$ cat config.mk
export PLATFORM = sky130hd
export DESIGN_NAME = jtag_reg_scan_ctrl
export DESIGN_NICKNAME = d
export VERILOG_FILES = /design/src/rtl/jtag_reg_scan_ctrl.sv
export SDC_FILE = /design/constraint.sdc
export NUM_CORES = 2
export LEC_CHECK = 0
export CORE_MARGIN = 4
export CORE_UTILIZATION = 35
export DETAILED_ROUTE_END_ITERATION = 12
export DONT_BUFFER_PORTS = 1
export GPL_ROUTABILITY_DRIVEN = 1
export PLACE_DENSITY_LB_ADDON = 0.1
export SLEW_MARGIN = 20
export SYNTH_ARGS = -nofsm -noshare
export SYNTH_HDL_FRONTEND = slang
export SYNTH_SLANG_ARGS = --single-unit
export TNS_END_PERCENT = 20
$ cat constraint.sdc
create_clock -name CK_i -period 4.8 [get_ports CK_i]
set_clock_uncertainty 0.05 [all_clocks]
set_input_delay 0.72 -clock CK_i [delete_from_list [all_inputs] [get_ports CK_i]]
set_output_delay 0.72 -clock CK_i [all_outputs]
set_load 0.1 [all_outputs]
$ cat src/rtl/jtag_reg_scan_ctrl.sv
// jtag_reg_scan_ctrl
// Walks the host-written JTAG register image one byte per enabled cycle,
// compares each byte with a shadow copy, and hands every changed byte to
// the consumer as an (address, data) update over a valid/ready handshake.
// A force request makes one full lap emit every byte regardless of change.
module jtag_reg_scan_ctrl #(
    parameter int C_N_BYTE = 128,
    parameter int C_AW     = $clog2(C_N_BYTE)
) (
    input  logic                  CK_i,
    input  logic                  XARST_i,
    input  logic                  CK_EE_i,
    input  logic [8*C_N_BYTE-1:0] REGss_i,
    input  logic                  FORCE_i,
    input  logic                  UPD_RDY_i,
    output logic                  UPD_VLD_o,
    output logic [C_AW-1:0]       UPD_ADR_o,
    output logic [7:0]            UPD_DAT_o,
    output logic                  FORCE_BSY_o,
    output logic                  WRAP_o
);

    typedef enum logic {
        S_SCAN = 1'b0,
        S_HOLD = 1'b1
    } state_t;

    localparam logic [C_AW-1:0] LAST_PTR = C_AW'(C_N_BYTE - 1);

    state_t          state;
    state_t          state_nxt;
    logic [C_AW-1:0] ptr;
    logic [C_AW-1:0] ptr_nxt;
    logic [C_AW-1:0] ptr_inc;
    logic [C_AW-1:0] force_end;
    logic [C_AW-1:0] force_end_nxt;
    logic [C_AW-1:0] adr_nxt;
    logic [7:0]      dat_nxt;
    logic [7:0]      cur_byte;
    logic            vld_nxt;
    logic            bsy_nxt;
    logic            wrap_nxt;
    logic            advance;
    logic            shadow_we;
    logic [7:0]      shadow [C_N_BYTE];

    // Explicit wrap compare so non-power-of-2 image sizes work
    assign ptr_inc  = (ptr == LAST_PTR) ? '0 : ptr + C_AW'(1);
    assign cur_byte = REGss_i[{ptr, 3'b000} +: 8];

    // Next-state and next-output decode; everything holds while the enable is low
    always_comb begin
        state_nxt     = state;
        ptr_nxt       = ptr;
        force_end_nxt = force_end;
        bsy_nxt       = FORCE_BSY_o;
        vld_nxt       = UPD_VLD_o;
        adr_nxt       = UPD_ADR_o;
        dat_nxt       = UPD_DAT_o;
        wrap_nxt      = WRAP_o;
        advance       = 1'b0;
        shadow_we     = 1'b0;
        if (CK_EE_i) begin
            wrap_nxt = 1'b0;
            case (state)
                S_SCAN: begin
                    // A force request in this very cycle already makes the current byte count
                    if ((cur_byte != shadow[ptr]) || FORCE_BSY_o || FORCE_i) begin
                        vld_nxt   = 1'b1;
                        adr_nxt   = ptr;
                        dat_nxt   = cur_byte;
                        state_nxt = S_HOLD;
                    end else begin
                        advance = 1'b1;
                    end
                end
                S_HOLD: begin
                    if (UPD_RDY_i) begin
                        shadow_we = 1'b1;
                        vld_nxt   = 1'b0;
                        advance   = 1'b1;
                        state_nxt = S_SCAN;
                    end
                end
                default: begin
                    state_nxt = S_SCAN;
                end
            endcase
            if (advance) begin
                ptr_nxt  = ptr_inc;
                wrap_nxt = (ptr == LAST_PTR);
                if (FORCE_BSY_o && (ptr_inc == force_end)) begin
                    bsy_nxt = 1'b0;
                end
            end
            // A new force request (re)starts the lap from the current pointer
            if (FORCE_i) begin
                force_end_nxt = ptr;
                bsy_nxt       = 1'b1;
            end
        end
    end

    // State, pointer and output registers
    always_ff @(posedge CK_i or negedge XARST_i) begin
        if (!XARST_i) begin
            state       <= S_SCAN;
            ptr         <= '0;
            force_end   <= '0;
            FORCE_BSY_o <= 1'b0;
            UPD_VLD_o   <= 1'b0;
            UPD_ADR_o   <= '0;
            UPD_DAT_o   <= '0;
            WRAP_o      <= 1'b0;
        end else begin
            state       <= state_nxt;
            ptr         <= ptr_nxt;
            force_end   <= force_end_nxt;
            FORCE_BSY_o <= bsy_nxt;
            UPD_VLD_o   <= vld_nxt;
            UPD_ADR_o   <= adr_nxt;
            UPD_DAT_o   <= dat_nxt;
            WRAP_o      <= wrap_nxt;
        end
    end

    // Shadow copy records the value actually handed over, not the live byte
    always_ff @(posedge CK_i or negedge XARST_i) begin
        if (!XARST_i) begin
            for (int i = 0; i < C_N_BYTE; i++) begin
                shadow[i] <= 8'h00;
            end
        end else if (shadow_we) begin
            shadow[ptr] <= UPD_DAT_o;
        end
    end

endmodule

After elaboration in Yosys (flattened, before gate mapping):

Index checks and enable logic that the tools add are counted.

* output and inout port bits: 18
* bits in registers: 1057
* input port bits: 1029
* logic and storage cells: 181

* reductions and logical operators: 11
* bitwise gates (word level): 2
* muxes and demuxes: 23
* shift operators: 1
* equal/unequal tests: 5
* $add $sub $neg: 1
* magnitude comparators: 2

Operators with widths (number)
* bitwise mux 1024 bit: 1
* variable part select 1024 x 11 -> 8 bit: 1
* binary-select mux 8 bit (select 7 bit): 1
* demux 8 bit (select 7 bit): 1
* two-way mux 8 bit: 3
* two-way mux 1 bit: 13
* AND reduction 3 bit: 3
* greater-or-equal comparator 8 bit (second input constant): 1
* less-than comparator 8 x 1 -> 1 bit (second input constant): 1
* inequality test 8 bit: 1
* inverter 7 -> 8 bit: 1
* adder 7 x 1 -> 7 bit (second input constant): 1
* equality test 7 bit: 1
* equality test 7 bit (second input constant): 1
* two-way mux 7 bit: 1
* one-hot mux 1 bit (2 select lines): 3
* inequality test 2 bit (second input constant): 2
* AND reduction 2 bit: 2
* nonzero test 2 bit: 2
* logical AND 1 bit: 2
* logical OR 1 bit: 2
* inverter 1 bit: 1

Logic depth before layout (Yosys ltp):

* depth in word-level cells: 12
* depth in mapped cells: 19
* gate-level depth less buffers: 10

Least setup slack after synthesis:

OpenSTA, ideal clock, no wires.

* kind: register to register
* start point: reg ptr[2]
* end point: reg UPD_ADR_o[0]
* required time: 4.622 ns
* arrival time: 3.691 ns
* slack: 0.930 ns
* stages on the path, launching flop included: 14
* clock period less this slack: 3.870 ns
* cells stage by stage: dfrtp_1 -> buf_2 -> inv_2 -> buf_1 -> mux4_2 -> mux4_2 -> mux2i_1 -> xnor2_1 -> nand2_1 -> nor3_1 -> a21o_1 -> buf_4 -> buf_6 -> mux2_1

* cells in the longest elaborated chain, start to end: 8

Ends and longest elaborated chain
* from (decl): line 32 `logic [C_AW-1:0] ptr;`
* from (signal assigned): line 117 `ptr <= ptr_nxt;`
* parallel branches: the longest is 4 deep, another holds variable part select 1024 x 11 -> 8 bit
* inequality test 8 bit *: line 68 `if ((cur_byte != shadow[ptr]) || FORCE_BSY_o || FORCE_i) begin`
* logical OR 1 bit * (2 in series): line 68
* AND reduction 3 bit (no line) *
* to (signal assigned): line 121 `UPD_ADR_o <= adr_nxt;`
* to (decl): line 17 `output logic [C_AW-1:0] UPD_ADR_o,`

Mark *: on every way between the ends. The select of a mux whose other input is x is not followed.
A chain may end at the register's enable or synchronous reset.

Final worst setup path:

* start point: reg ptr[1]
* end point: reg ptr[3]

* cells in the longest elaborated chain, start to end: 11

Ends and longest elaborated chain
* parallel branches: the longest is 11 deep, another holds variable part select 1024 x 11 -> 8 bit

Parallel ways; which one is timed is not known. The select of a mux whose other input is x is not followed.

==> flow_summary_export.csv <==
group,metric,value,unit
power_and_ir_drop,power_frac_comb,44.9,%
critical_path,startpoint_type,"flop",
synth,synthSimpleGateAreaFrac,5.33,%
sta,finalHoldViolations,0,
critical_path,path_max_fanout,13,
sta,fmax,213,MHz
critical_path,worstPathArrival,5280,ps
die,fp.dieH,410,um
sta,worst_slew_margin_rel,23.4,%
critical_path,cp-end-kind,"flop",
global_route,grt_pass1_wl,364000,um
power_and_ir_drop,switchingPower,0.0159,W
synth,yosys_warnings,0,
power_and_ir_drop,cellLeakagePower,29.1,nW
synth,synth-compound-area-share,8.26,%
sta,finalCritPeriodShare,97.7,%
route,drtAntennaViolNets,0,
clock_tree,clockBufferDepth,3,
synth,synthArstFlopShare,100,%
critical_path,critPathBufInv,3,
critical_path,r2r-start,"ptr[1]",
sta,post-route-min-period,4690,ps
power_and_ir_drop,p_per_area,571,nW/um2
power_and_ir_drop,clkPwrFrac,26.0,%
synth,synth_cells,4369,
job,max-cap-violations,0,
synth,synth-edff-count,0,
synth,synth_area,56600,um2
global_route,grt_max_degree,1058,
power_and_ir_drop,p_sw_share,42.4,%
power_and_ir_drop,vdd_drop_max,0.371,mV
clock_tree,cts_buffers,121,
critical_path,worst_ep_required_time,5390,ps
synth,synth_nets,5399,
route,wl_per_cell,40.1,um
critical_path,worst-r2r-cell-count,13,
cells_and_area,final_common_cell,"dfrtp_1",
global_route,grt_pass1_vias,41734,
critical_path,endpoint,"ptr[3]",
clock_tree,cts_tree,"yes",
clock_tree,path_clk_slew,60,ps
die,ios,1047,
synth,yosys-mux-area-fraction,36.2,%
power_and_ir_drop,internal-power,0.0216,W
route,drc,0,
sta,hold_ws,111,ps
critical_path,path_common_cell,"buf_4",
sta,tightestPinTransition,1150,ps
critical_path,cp-startpoint,"ptr[1]",
route,drt_iter0_markers,4111,
placement,gp_congestion,1.00,
cells_and_area,drive_gt1_share,42.5,%
clock_tree,h-tree-depth,3,
synth,ys_ff_latch,1057,
synth,synth_top_family_by_area,"multiplexers",
die,die_x,410,um
critical_path,path_cells,"buf_4, nor2b_4, buf_4, a222oi_1, a221oi_1, nor2_1, o31ai_1, xnor2_1, nand2_1, or3_1, buf_4, o31a_1, o311ai_1",
cells_and_area,fill_cells,15167,
route,routed_wl,271000,um
route,viasPerCell,6.18,
critical_path,rrSetupSlack,110,ps
power_and_ir_drop,p_seq_share,29.1,%
critical_path,crit_family,"compound AO/OA/AOI/OAI gates",
cells_and_area,area_growth,16.0,%
sta,rsz0062_at_grt,"false",
run_status,status,"completed",
placement,dp_hpwl,199000,um
die,core_area,161000,um2
synth,ys_seq_area_share,46.7,%
die,dieArea,168000,um2
critical_path,crit_slowest_cell,"dfrtp_4",
synth,synth-xor-area-share,0.263,%
global_route,grt_remaining_overflow,0,
placement,io_buffers,0,
synth,synth.distinct_cells,72,
die,initial_core_util,35.2,%
route,drt_first_pass_iters,7,
sta,setup_viol,0,
synth,syn_area_per_cell,13.0,um2
cells_and_area,final_nets,5489,
critical_path,crit_type,"reg -> reg",
sta,tns,0,ps
critical_path,max_stage_delay,740,ps
global_route,grt_usage,31.3,%
critical_path,crit_cells,13,
cells_and_area,final_cell_mix,"dfrtp_1, mux2_2, nand2_1",
hold_path,hp-class,"in -> reg",
clock_tree,cts_sinks,1057,
clock_tree,clock_latency,760,ps
synth,ys.flop_type,"dfrtp_1",
sta,slew_violations,0,
synth,synth_adder_area_share,0.0221,%
critical_path,reg2reg_to,"ptr[3]",
power_and_ir_drop,power,0.0375,W
clock_tree,clockRootBuffer,"clkbuf_16",
route,vias,41705,
global_route,antenna_found_initial,97,
die,rows,147,
cells by family (layout without fill, tap and decap cells):
| kind of cell | Yosys count | count (layout) |
|---|---|---|
| xor+xnor | 17 | 17 |
| fa+ha+maj | 1 | 1 |
| simple gates | 728 | 728 |
| buf+inv | 423 | 608 |
| compound gates | 707 | 707 |
| flops | 1057 | 1057 |
| mux | 1436 | 1436 |
| other cells | 0 | 39 |
sequential cells by signal, indices dropped and copies added, names as in the netlist:
signal	cells
shadow	1024
UPD_DAT_o	8
UPD_ADR_o	7
force_end	7
ptr	7
FORCE_BSY_o	1
UPD_VLD_o	1
WRAP_o	1
state	1
through the flow:
stage / instances / util, % / setup slack, ps / instance area (um2)
floorplan: 4369 / - / 930 / 56600
global placement: 6479 / 38.0 / -305 / 60900
detailed placement: 6479 / 38.0 / -209 / 60900
CTS: 6697 / 40.6 / 20.2 / 65100
global route: 6743 / 40.9 / 21.2 / 65700
finish: 6753 / 40.9 / 110 / 65700
cells in the mapped netlist (9+ instances only):
library cell	instances	area, um2
buf_2	59	295
nor2_1	146	548
mux2_2	889	10000
a22oi_1	68	510
nand4_1	9	56.3
a211oi_1	10	75.1
buf_6	10	113
o22ai_1	28	175
mux4_2	396	8920
mux2_1	17	191
a222oi_1	12	120
a32oi_1	9	78.8
mux2i_1	134	1340
a22o_1	13	114
inv_1	12	45.0
a221o_1	15	150
nor2b_1	13	81.3
o21ai_0	300	1500
buf_4	25	188
o211ai_1	13	97.6
a221oi_1	80	701
a21oi_1	58	290
nor3_1	25	125
nor4_1	11	68.8
a31oi_1	11	68.8
buf_1	37	139
nand3_1	30	150
dfrtp_1	1057	26500
o221ai_1	19	166
o2bb2ai_1	17	149
xnor2_1	12	105
nand2_1	452	1700
clkbuf_1	278	1040
a311oi_1	15	131
how the worst min path moves through the flow:
stage	start	endpoint	slack, ps	cells after the start
6_report	CK_EE_i	FORCE_BSY_o	110	2
5_1_grt	CK_EE_i	FORCE_BSY_o	110	2
4_1_cts	XARST_i	shadow[57]	-390	0
3_5_place_dp	shadow[616]	shadow[616]	420	2
3_3_place_gp	shadow[564]	shadow[564]	410	2
2_1_floorplan	XARST_i	FORCE_BSY_o	370	0
power groups by stage:
stage | logic [W] | clock network (W) | registers, W
after global placement | 0.0162 | 0 | 0.0110
final | 0.0168 | 0.00977 | 0.0109
after detailed placement | 0.0163 | 0 | 0.0111
after global routing | 0.0173 | 0.0103 | 0.0110
after CTS | 0.0163 | 0.00993 | 0.0109
after floorplan | 0.00910 | 0 | 0.0104
layer usage:
metal | track usage [%] | vias to the layer above | wire length (um)
li1 | - | 16819 | -
met1 | 41.6 | 22355 | 111000
met2 | 50.0 | 1969 | 126000
met3 | 7.10 | 528 | 20700
met4 | 11.9 | 34 | 12700
met5 | 0 | - | 232
cell type report:
type	count	area, um2	area share, %
well taps	2160	2700	4.11
repair buffers	376	3600	5.47
flip-flops and latches	1057	26500	40.3
inverters	14	68.8	0.105
clock buffers	177	3660	5.57
multi-input cells	2889	28500	43.5
diodes	39	97.6	0.149
clock inverters	41	510	0.777
what timing repair did:
action                                  in CTS  in global routing
endpoints found under the setup margin      24                 13
cloned                                       0                  2
setup buffers                                0                  7
pin swaps                                    0                  2
gates resized for setup                      4                 17
endpoints found under the hold margin     1057                101
No activity file was read; power rests on OpenSTA's default activity.
